===== config.mk =====
export PLATFORM = sky130hd
export DESIGN_NAME = lifo_ext_flat
export DESIGN_NICKNAME = d
export VERILOG_FILES = /design/src/rtl/lifo_ext_if.sv /design/src/rtl/lifo_ext.sv /design/src/flat_wrapper.sv
export SDC_FILE = /design/constraint.sdc
export NUM_CORES = 1
export LEC_CHECK = 0
export CAP_MARGIN = 20
export CORE_MARGIN = 3
export CORE_UTILIZATION = 50
export DETAILED_ROUTE_END_ITERATION = 10
export MAX_ROUTING_LAYER = met4
export PLACE_DENSITY = 0.71
export SLEW_MARGIN = 30
export SYNTH_ARGS = -nofsm -noshare
export SYNTH_HDL_FRONTEND = slang
export SYNTH_SLANG_ARGS = --single-unit

===== constraint.sdc =====
create_clock -name clk_i -period 2.65 [get_ports clk_i]
set_input_delay 0.3975 -clock clk_i [delete_from_list [all_inputs] [get_ports clk_i]]
set_output_delay 0.3975 -clock clk_i [all_outputs]
set_load 0.05 [all_outputs]

===== src/rtl/lifo_ext_if.sv =====
// Bus bundle for lifo_ext: request side driven by the master, status side by the stack.
// Handshake: a push (wrreq_i) or pop (rdreq_i) is a single-cycle request sampled on
// the rising edge; there is no ready -- refusals are reported through the sticky flags.
interface lifo_ext_if #(
  parameter int DWIDTH = 8,
  parameter int AWIDTH = 4
);
  logic              clr_i;
  logic              wrreq_i;
  logic [DWIDTH-1:0] data_i;
  logic              rdreq_i;
  logic [DWIDTH-1:0] q_o;
  logic              empty_o;
  logic              full_o;
  logic              almost_empty_o;
  logic              almost_full_o;
  logic [AWIDTH:0]   usedw_o;
  logic              overflow_o;
  logic              underflow_o;

  modport master (
    output clr_i, wrreq_i, data_i, rdreq_i,
    input  q_o, empty_o, full_o, almost_empty_o, almost_full_o,
           usedw_o, overflow_o, underflow_o
  );

  modport slave (
    input  clr_i, wrreq_i, data_i, rdreq_i,
    output q_o, empty_o, full_o, almost_empty_o, almost_full_o,
           usedw_o, overflow_o, underflow_o
  );
endinterface


===== src/rtl/lifo_ext.sv =====
// Single-clock LIFO with top-replace, programmable almost flags, sticky errors,
// synchronous clear and an optional show-ahead output register.
module lifo_ext #(
  parameter int DWIDTH    = 8,
  parameter int AWIDTH    = 4,
  parameter int AF_LEVEL  = 12,
  parameter int AE_LEVEL  = 2,
  parameter bit SHOWAHEAD = 1'b0
) (
  input logic       clk_i,
  input logic       srst_i,
  lifo_ext_if.slave bus
);
  localparam int DEPTH = 1 << AWIDTH;

  logic [DWIDTH-1:0] mem_q [DEPTH];

  logic [AWIDTH:0]   usedw_q, usedw_d;
  logic [DWIDTH-1:0] q_q, q_d;
  logic              ovf_q, ovf_d;
  logic              unf_q, unf_d;
  logic              empty_q, full_q, ae_q, af_q;

  logic              is_empty, is_full;
  logic [AWIDTH-1:0] wr_addr, top_addr, below_addr, mem_waddr;
  logic              mem_we;

  always_comb begin
    is_empty   = (usedw_q == '0);
    is_full    = (usedw_q == (AWIDTH+1)'(DEPTH));
    wr_addr    = usedw_q[AWIDTH-1:0];
    top_addr   = wr_addr - AWIDTH'(1);
    below_addr = wr_addr - AWIDTH'(2);

    usedw_d   = usedw_q;
    q_d       = q_q;
    ovf_d     = ovf_q;
    unf_d     = unf_q;
    mem_we    = 1'b0;
    mem_waddr = wr_addr;

    if (bus.clr_i) begin
      usedw_d = '0;
      ovf_d   = 1'b0;
      unf_d   = 1'b0;
    end else begin
      case ({bus.wrreq_i, bus.rdreq_i})
        2'b10: begin
          if (is_full) begin
            ovf_d = 1'b1;
          end else begin
            mem_we  = 1'b1;
            usedw_d = usedw_q + 1'b1;
            if (SHOWAHEAD) q_d = bus.data_i;
          end
        end
        2'b01: begin
          if (is_empty) begin
            unf_d = 1'b1;
          end else begin
            usedw_d = usedw_q - 1'b1;
            // Show-ahead exposes the word beneath the popped one; an emptied stack keeps the last top.
            if (!SHOWAHEAD)              q_d = mem_q[top_addr];
            else if (usedw_q >= 2'd2)    q_d = mem_q[below_addr];
          end
        end
        2'b11: begin
          mem_we = 1'b1;
          if (is_empty) begin
            usedw_d = usedw_q + 1'b1;
            if (SHOWAHEAD) q_d = bus.data_i;
          end else begin
            mem_waddr = top_addr;
            q_d       = SHOWAHEAD ? bus.data_i : mem_q[top_addr];
          end
        end
        default: ;
      endcase
    end

    if (srst_i) mem_we = 1'b0;
  end

  always_ff @(posedge clk_i) begin
    if (mem_we) mem_q[mem_waddr] <= bus.data_i;
  end

  always_ff @(posedge clk_i) begin
    if (srst_i) begin
      usedw_q <= '0;
      q_q     <= '0;
      ovf_q   <= 1'b0;
      unf_q   <= 1'b0;
      empty_q <= 1'b1;
      full_q  <= 1'b0;
      ae_q    <= 1'b1;
      af_q    <= 1'b0;
    end else begin
      usedw_q <= usedw_d;
      q_q     <= q_d;
      ovf_q   <= ovf_d;
      unf_q   <= unf_d;
      empty_q <= (usedw_d == '0);
      full_q  <= (usedw_d == (AWIDTH+1)'(DEPTH));
      ae_q    <= (usedw_d <= (AWIDTH+1)'(AE_LEVEL));
      af_q    <= (usedw_d >= (AWIDTH+1)'(AF_LEVEL));
    end
  end

  assign bus.q_o            = q_q;
  assign bus.usedw_o        = usedw_q;
  assign bus.empty_o        = empty_q;
  assign bus.full_o         = full_q;
  assign bus.almost_empty_o = ae_q;
  assign bus.almost_full_o  = af_q;
  assign bus.overflow_o     = ovf_q;
  assign bus.underflow_o    = unf_q;
endmodule


===== src/flat_wrapper.sv =====
// flat-port wrapper written by rule: the top's interface ports become plain ports
module lifo_ext_flat 
#(
  parameter int DWIDTH    = 8,
  parameter int AWIDTH    = 4,
  parameter int AF_LEVEL  = 12,
  parameter int AE_LEVEL  = 2,
  parameter bit SHOWAHEAD = 1'b0
)
  (clk_i, srst_i, bus_clr_i, bus_wrreq_i, bus_data_i, bus_rdreq_i, bus_q_o, bus_empty_o, bus_full_o, bus_almost_empty_o, bus_almost_full_o, bus_usedw_o, bus_overflow_o, bus_underflow_o);
  lifo_ext_if #(.DWIDTH(DWIDTH), .AWIDTH(AWIDTH)) bus_i ();
  input logic clk_i;
  input logic srst_i;
  input wire logic [$bits(bus_i.clr_i)-1:0] bus_clr_i;
  input wire logic [$bits(bus_i.wrreq_i)-1:0] bus_wrreq_i;
  input wire logic [$bits(bus_i.data_i)-1:0] bus_data_i;
  input wire logic [$bits(bus_i.rdreq_i)-1:0] bus_rdreq_i;
  output wire logic [$bits(bus_i.q_o)-1:0] bus_q_o;
  output wire logic [$bits(bus_i.empty_o)-1:0] bus_empty_o;
  output wire logic [$bits(bus_i.full_o)-1:0] bus_full_o;
  output wire logic [$bits(bus_i.almost_empty_o)-1:0] bus_almost_empty_o;
  output wire logic [$bits(bus_i.almost_full_o)-1:0] bus_almost_full_o;
  output wire logic [$bits(bus_i.usedw_o)-1:0] bus_usedw_o;
  output wire logic [$bits(bus_i.overflow_o)-1:0] bus_overflow_o;
  output wire logic [$bits(bus_i.underflow_o)-1:0] bus_underflow_o;
  assign bus_i.clr_i = bus_clr_i;
  assign bus_i.wrreq_i = bus_wrreq_i;
  assign bus_i.data_i = bus_data_i;
  assign bus_i.rdreq_i = bus_rdreq_i;
  assign bus_q_o = bus_i.q_o;
  assign bus_empty_o = bus_i.empty_o;
  assign bus_full_o = bus_i.full_o;
  assign bus_almost_empty_o = bus_i.almost_empty_o;
  assign bus_almost_full_o = bus_i.almost_full_o;
  assign bus_usedw_o = bus_i.usedw_o;
  assign bus_overflow_o = bus_i.overflow_o;
  assign bus_underflow_o = bus_i.underflow_o;
  lifo_ext #(.DWIDTH(DWIDTH), .AWIDTH(AWIDTH), .AF_LEVEL(AF_LEVEL), .AE_LEVEL(AE_LEVEL), .SHOWAHEAD(SHOWAHEAD)) u_core (.clk_i(clk_i), .srst_i(srst_i), .bus(bus_i));
endmodule

# --- Word level (Yosys, flattened, before mapping) ---
# Memories as Yosys holds them, arrays and structs flattened. A register that Yosys moved wholly into a read port is not among the register bits.
# Index checks and enable logic that the tools add are counted.
word_totals:
  mem_bits_rw: 128
  mem_count: 1
  regBits: 11
  output_inout_bits: 19
  rom_bits: 0
  word_cells: 41
  in_bits: 13
  latch_bits: 0
classes:
  add_sub_neg: 3
  multipliers: 0
  reduce_logical: 7
  n_bitwise: 2
  n_eq_ne: 5
  order_cmp: 2
  div: 0
  mux: 14
  n_shift: 0
memory_table:
  columns: ["memory", "words", "width", "read_ports", "rd_ports_with_merged_regs", "write_ports", "line", "source"]
  rows:
  - ["u_core.mem_q", 16, 8, 1, 1, 1, "lifo_ext.sv:16", "logic [DWIDTH-1:0] mem_q [DEPTH];"]
ops:
  columns: ["cell", "count"]
  rows:
  - ["5-bit two-way mux", 4]
  - ["5-bit one-hot mux with 3 select lines", 1]
  - ["4-bit two-way mux", 3]
  - ["5-bit equality test, second input constant", 2]
  - ["5-bit zero test", 2]
  - ["5-bit by 1-bit adder with 5-bit output, second input constant", 1]
  - ["5-bit by 4-bit >= comparator with 1-bit output, second input constant", 1]
  - ["5-bit by 2-bit <= comparator with 1-bit output, second input constant", 1]
  - ["1-bit two-way mux", 5]
  - ["5-bit by 1-bit subtractor with 5-bit output, second input constant", 1]
  - ["2-bit equality test, second input constant", 2]
  - ["2-bit AND reduction", 2]
  - ["2-bit OR reduction", 2]
  - ["4-bit by 1-bit subtractor with 4-bit output, second input constant", 1]
  - ["3-bit AND reduction", 1]
  - ["2-bit by 1-bit equality test with 1-bit output, second input constant", 1]
  - ["1-bit inverter", 2]
  - ["1-bit one-hot mux with 2 select lines", 1]

# --- Depth between registers and ports, before layout ---
depth:
  ltp_word: 7
  mapped_depth: 11

# --- Least setup slack after synthesis ---
# Ideal clock, no wire load.
synth_path:
  kind: "register to register"
  from: "reg u_core.usedw_q[0], in the netlist u_core.bus.usedw_o[0]"
  to: "mem u_core.mem_q[1][0] (enable)"
  setup_slack_ns: -0.476
  arrival_time_ns: 2.756
  required_ns: 2.280
  period_less_slack_ns: 3.126
  n_path_buf: 4
  setup_time_ns: 0.370
  stages_incl_launch_ff: 10
  cell_sequence: "dfxtp_1 clkbuf_1 buf_2 inv_1 ha_1 buf_2 buf_1 and3_1 o21ai_0 nor2_1"
synth_between:
  elab_chain_cells: 7
  elab_cells_between_ends: 12
  cone_classes: "add/sub (1); eq/ne (1); mux (9); reduce/logical (1)"
synth_lines:
  columns: ["item", "line", "source"]
  rows:
  - ["start, declared", "lifo_ext.sv:18", "logic [AWIDTH:0] usedw_q, usedw_d;"]
  - ["start signal, assigned", "lifo_ext.sv:99", "usedw_q <= usedw_d;"]
  - ["5-bit equality test", "lifo_ext.sv:30", "is_full = (usedw_q == (AWIDTH+1)'(DEPTH));"]
  - ["1-bit two-way mux", "lifo_ext.sv:49", "if (is_full) begin"]
  - ["1-bit one-hot mux with 2 select lines", "lifo_ext.sv:47", "case ({bus.wrreq_i, bus.rdreq_i})"]
  - ["1-bit two-way mux", "lifo_ext.sv:42", "if (bus.clr_i) begin"]
  - ["1-bit two-way mux", "lifo_ext.sv:81", "if (srst_i) mem_we = 1'b0;"]
  - ["1-bit two-way mux", "lifo_ext.sv:85", "if (mem_we) mem_q[mem_waddr] <= bus.data_i;"]
  - ["1-bit two-way mux (implied by the code)", "lifo_ext.sv:85", null]
  - ["end, declared", "lifo_ext.sv:16", null]
# Several ways; a longest one is shown, not always the timed one.

# --- Worst setup path after layout ---
layout_path:
  from: "reg u_core.usedw_q[0], in the netlist u_core.bus.usedw_o[0]"
  to: "mem u_core.mem_q[8][2] (enable)"
# The elaborated chain is that of the path after synthesis.

==> impl_metrics.json <==
{
  "dr_total_vias": 3682,
  "period_needed_ns": 2.53,
  "postCtsHoldBufs": 0,
  "placed_area_um2": 6940,
  "place_congestion": 0.979,
  "worstPathCellList": "inv_1, ha_1, nor4b_1, nor2_1, and3_1, o21ai_1, nor2_2",
  "grt_pass1_wl_um": 21500,
  "hold_violations": 0,
  "drv_cap": 0,
  "crit_required_ns": 2.77,
  "grt_max_degree": 27,
  "synth_area_leaders": "edfxtp_1, mux4_2, dfxtp_1, nor2_1, a22oi_1",
  "final-seq-area_um2": 4230,
  "cts_root_buffer": "clkbuf_16",
  "crit_slowest_cell": "o21ai_1",
  "layout.nets": 445,
  "synthFlopType": "edfxtp_1",
  "htree_levels": 4,
  "n_fill_cell": 833,
  "drtIter0Drc": 402,
  "clockBufferDepth": 2,
  "syn_area_per_cell_um2": 16.5,
  "worst_ep_arrival_time_ns": 2.65,
  "synth_most_common_cell": "edfxtp_1",
  "ys_async_sr_fraction_pct": 0,
  "slew_headroom_pct": 41.6,
  "synth_top_area_share_pct": 62.3,
  "detail-route-antenna-nets": 0,
  "io_buffer_count": 31,
  "ys_ff_latch": 147,
  "ys_warn_count": 0,
  "cellPowerDensity_nw_per_um2": 727,
  "setup_viol": 0,
  "total_power_mw": 5.47,
  "n_antenna_cell": 0,
  "cts.clk_slew.worst_paths_ns": 0.06,
  "max_freq_mhz": 395,
  "p_seq_share_pct": 46.6,
  "multi_input_area_um2": 1880,
  "vdd_drop_max_uv": 552,
  "wl_per_cell_um": 22.8,
  "path_class": "reg2reg",
  "total_leakage_power_nw": 2.42,
  "fin_crit_sh_pct": 95.4,
  "synth_edf_count": 128,
  "die_area_um2": 13700,
  "place_inst": 575,
  "core_area_um2": 11800,
  "synth_nets": 388,
  "cp-end-kind": "flip-flop",
  "viasPerCell": 6.08,
  "grt_overflow": 0,
  "drive_above_1_share_pct": 28.5,
  "reg2reg_slack_ns": 0.12,
  "min_path_type": "reg2reg",
  "fin_cells": 606,
  "numClockSinks": 147,
  "finalMaxSlewViolations": 0,
  "switching_share_pct": 22.8,
  "timing.hold.ws_ns": 0.515,
  "path_max_fanout": 8,
  "syn_area_um2": 6170,
  "grt_pass1_vias": 3621,
  "finClkSkew_ns": 0.0156,
  "dieHeight_um": 117,
  "clkPwrFrac_pct": 42.3,
  "area_growth_syn_to_layout_pct": 21.9,
  "io_pins": 32,
  "largest_reg_flops": 128,
  "top_register": "u_core.mem_q",
  "antenna_found_initial": 0,
  "cts_tree": "done",
  "power_frac_comb_pct": 11.1,
  "synth-seq-area-share_pct": 68.5,
  "pre_cts_ws_ns": -0.0276,
  "synth_common_cells": "edfxtp_1, nor2_1, mux4_2",
  "tightestPinTransition_ns": 0.875,
  "cp-start-kind": "flip-flop",
  "ys_types": 53,
  "fin_ws_ns": 0.121,
  "start_util_pct": 52.5,
  "intPower_mw": 4.23,
  "fp.dieW_um": 117,
  "track_usage_pct": 22.9,
  "yosysTopAreaCell": "edfxtp_1",
  "dr.pass1.iters": 5,
  "outcome": "finished clean",
  "switchingPower_mw": 1.24,
  "routed_wirelength_um": 13800,
  "rows": 39,
  "synth_cells": 373,
  "dp.final_hpwl_um": 9010,
  "slowest_delay_ns": 0.55,
  "clkLatencyLatePin_ns": 0.42,
  "drc": 0,
  "numCtsBuffers": 17,
  "rsz0062_at_grt": "false",
  "design_area_um2": 7520
}
## metrics by stage
stage          TNS [ns]  util (%)
6_report              0      64.0
2_1_floorplan     -1.75         -
3_5_place_dp     -0.217      59.0
5_1_grt               0      64.0
4_1_cts               0      63.8
3_3_place_gp          0      59.0
## timing repair
item,CTS,global route
gates resized for setup,0,4
endpoints found under the setup margin,0,55
buffers inserted,0,0
## path summary, 6_finish.rpt
kind | startpoint | to | cells past startpoint
setup / recovery | u_core.bus.usedw_o[0] | u_core.mem_q[8][2] | 7
hold / removal | u_core.bus.underflow_o | u_core.bus.underflow_o | 2
setup reg to reg | u_core.bus.usedw_o[0] | u_core.mem_q[8][2] | 7
hold reg to reg | u_core.bus.underflow_o | u_core.bus.underflow_o | 2
## power groups by stage
stage | Clock (mW) | Combinational [mW] | Sequential (mW)
finish | 2.32 | 0.607 | 2.55
global route | 2.46 | 0.649 | 2.55
CTS | 2.36 | 0.601 | 2.55
detailed placement | 0 | 0.595 | 2.60
global placement | 0 | 0.587 | 2.60
floorplan | 0 | 0.335 | 2.64
## cells by family (layout without fill, tap and decap cells)
family	count (synthesis)	after routing	share of synthesized area, %
AOI/OAI and AO/OA	63	63	8.48
xor gates and xnor gates	1	1	0.142
adders and majority gates	2	2	0.405
buffers and inverters	32	101	2.49
DFF	147	147	68.5
muxes	36	36	12.3
and+or+nand+nor	92	92	7.70
## cells in the final DEF, fill, tap and decap left out, drive strengths merged, types with 4 or more instances in the layout
| cell type | count |
|---|---|
| a22oi | 19 |
| clkbuf | 18 |
| a311oi | 8 |
| nor2 | 40 |
| buf | 34 |
| nor2b | 5 |
| nand2 | 8 |
| o21ai | 8 |
| clkinv | 9 |
| mux2i | 4 |
| clkdlybuf4s50 | 30 |
| and3 | 4 |
| edfxtp | 128 |
| inv | 7 |
| dfxtp | 19 |
| mux4 | 32 |
| a21oi | 5 |
| nor3 | 11 |
| nand2b | 5 |
## layer usage
metal / global-route usage [%] / share of wire (%)
met5: - / 0
met4: 7.72 / 2.0
met3: 7.20 / 7.6
met2: 34.1 / 48
met1: 30.2 / 42
## cell type report
class / instances / share of cell area, %
flip-flops and latches: 147 / 56.2
well taps: 164 / 2.73
clock buffers: 18 / 5.70
multi-input cells: 194 / 25.0
inverters: 6 / 0.299
repair buffers: 64 / 8.22
clock inverters: 13 / 1.88
## worst max-delay path, delay by kind of cell, from the launching register on
family | cells | cell delay, ns
compound gates | 1 | 0.55
buf+inv | 1 | 0.13
fa+ha+maj | 1 | 0.18
flops | 1 | 0.32
simple gates | 4 | 1.02
Power figures use the tool's default switching activity.
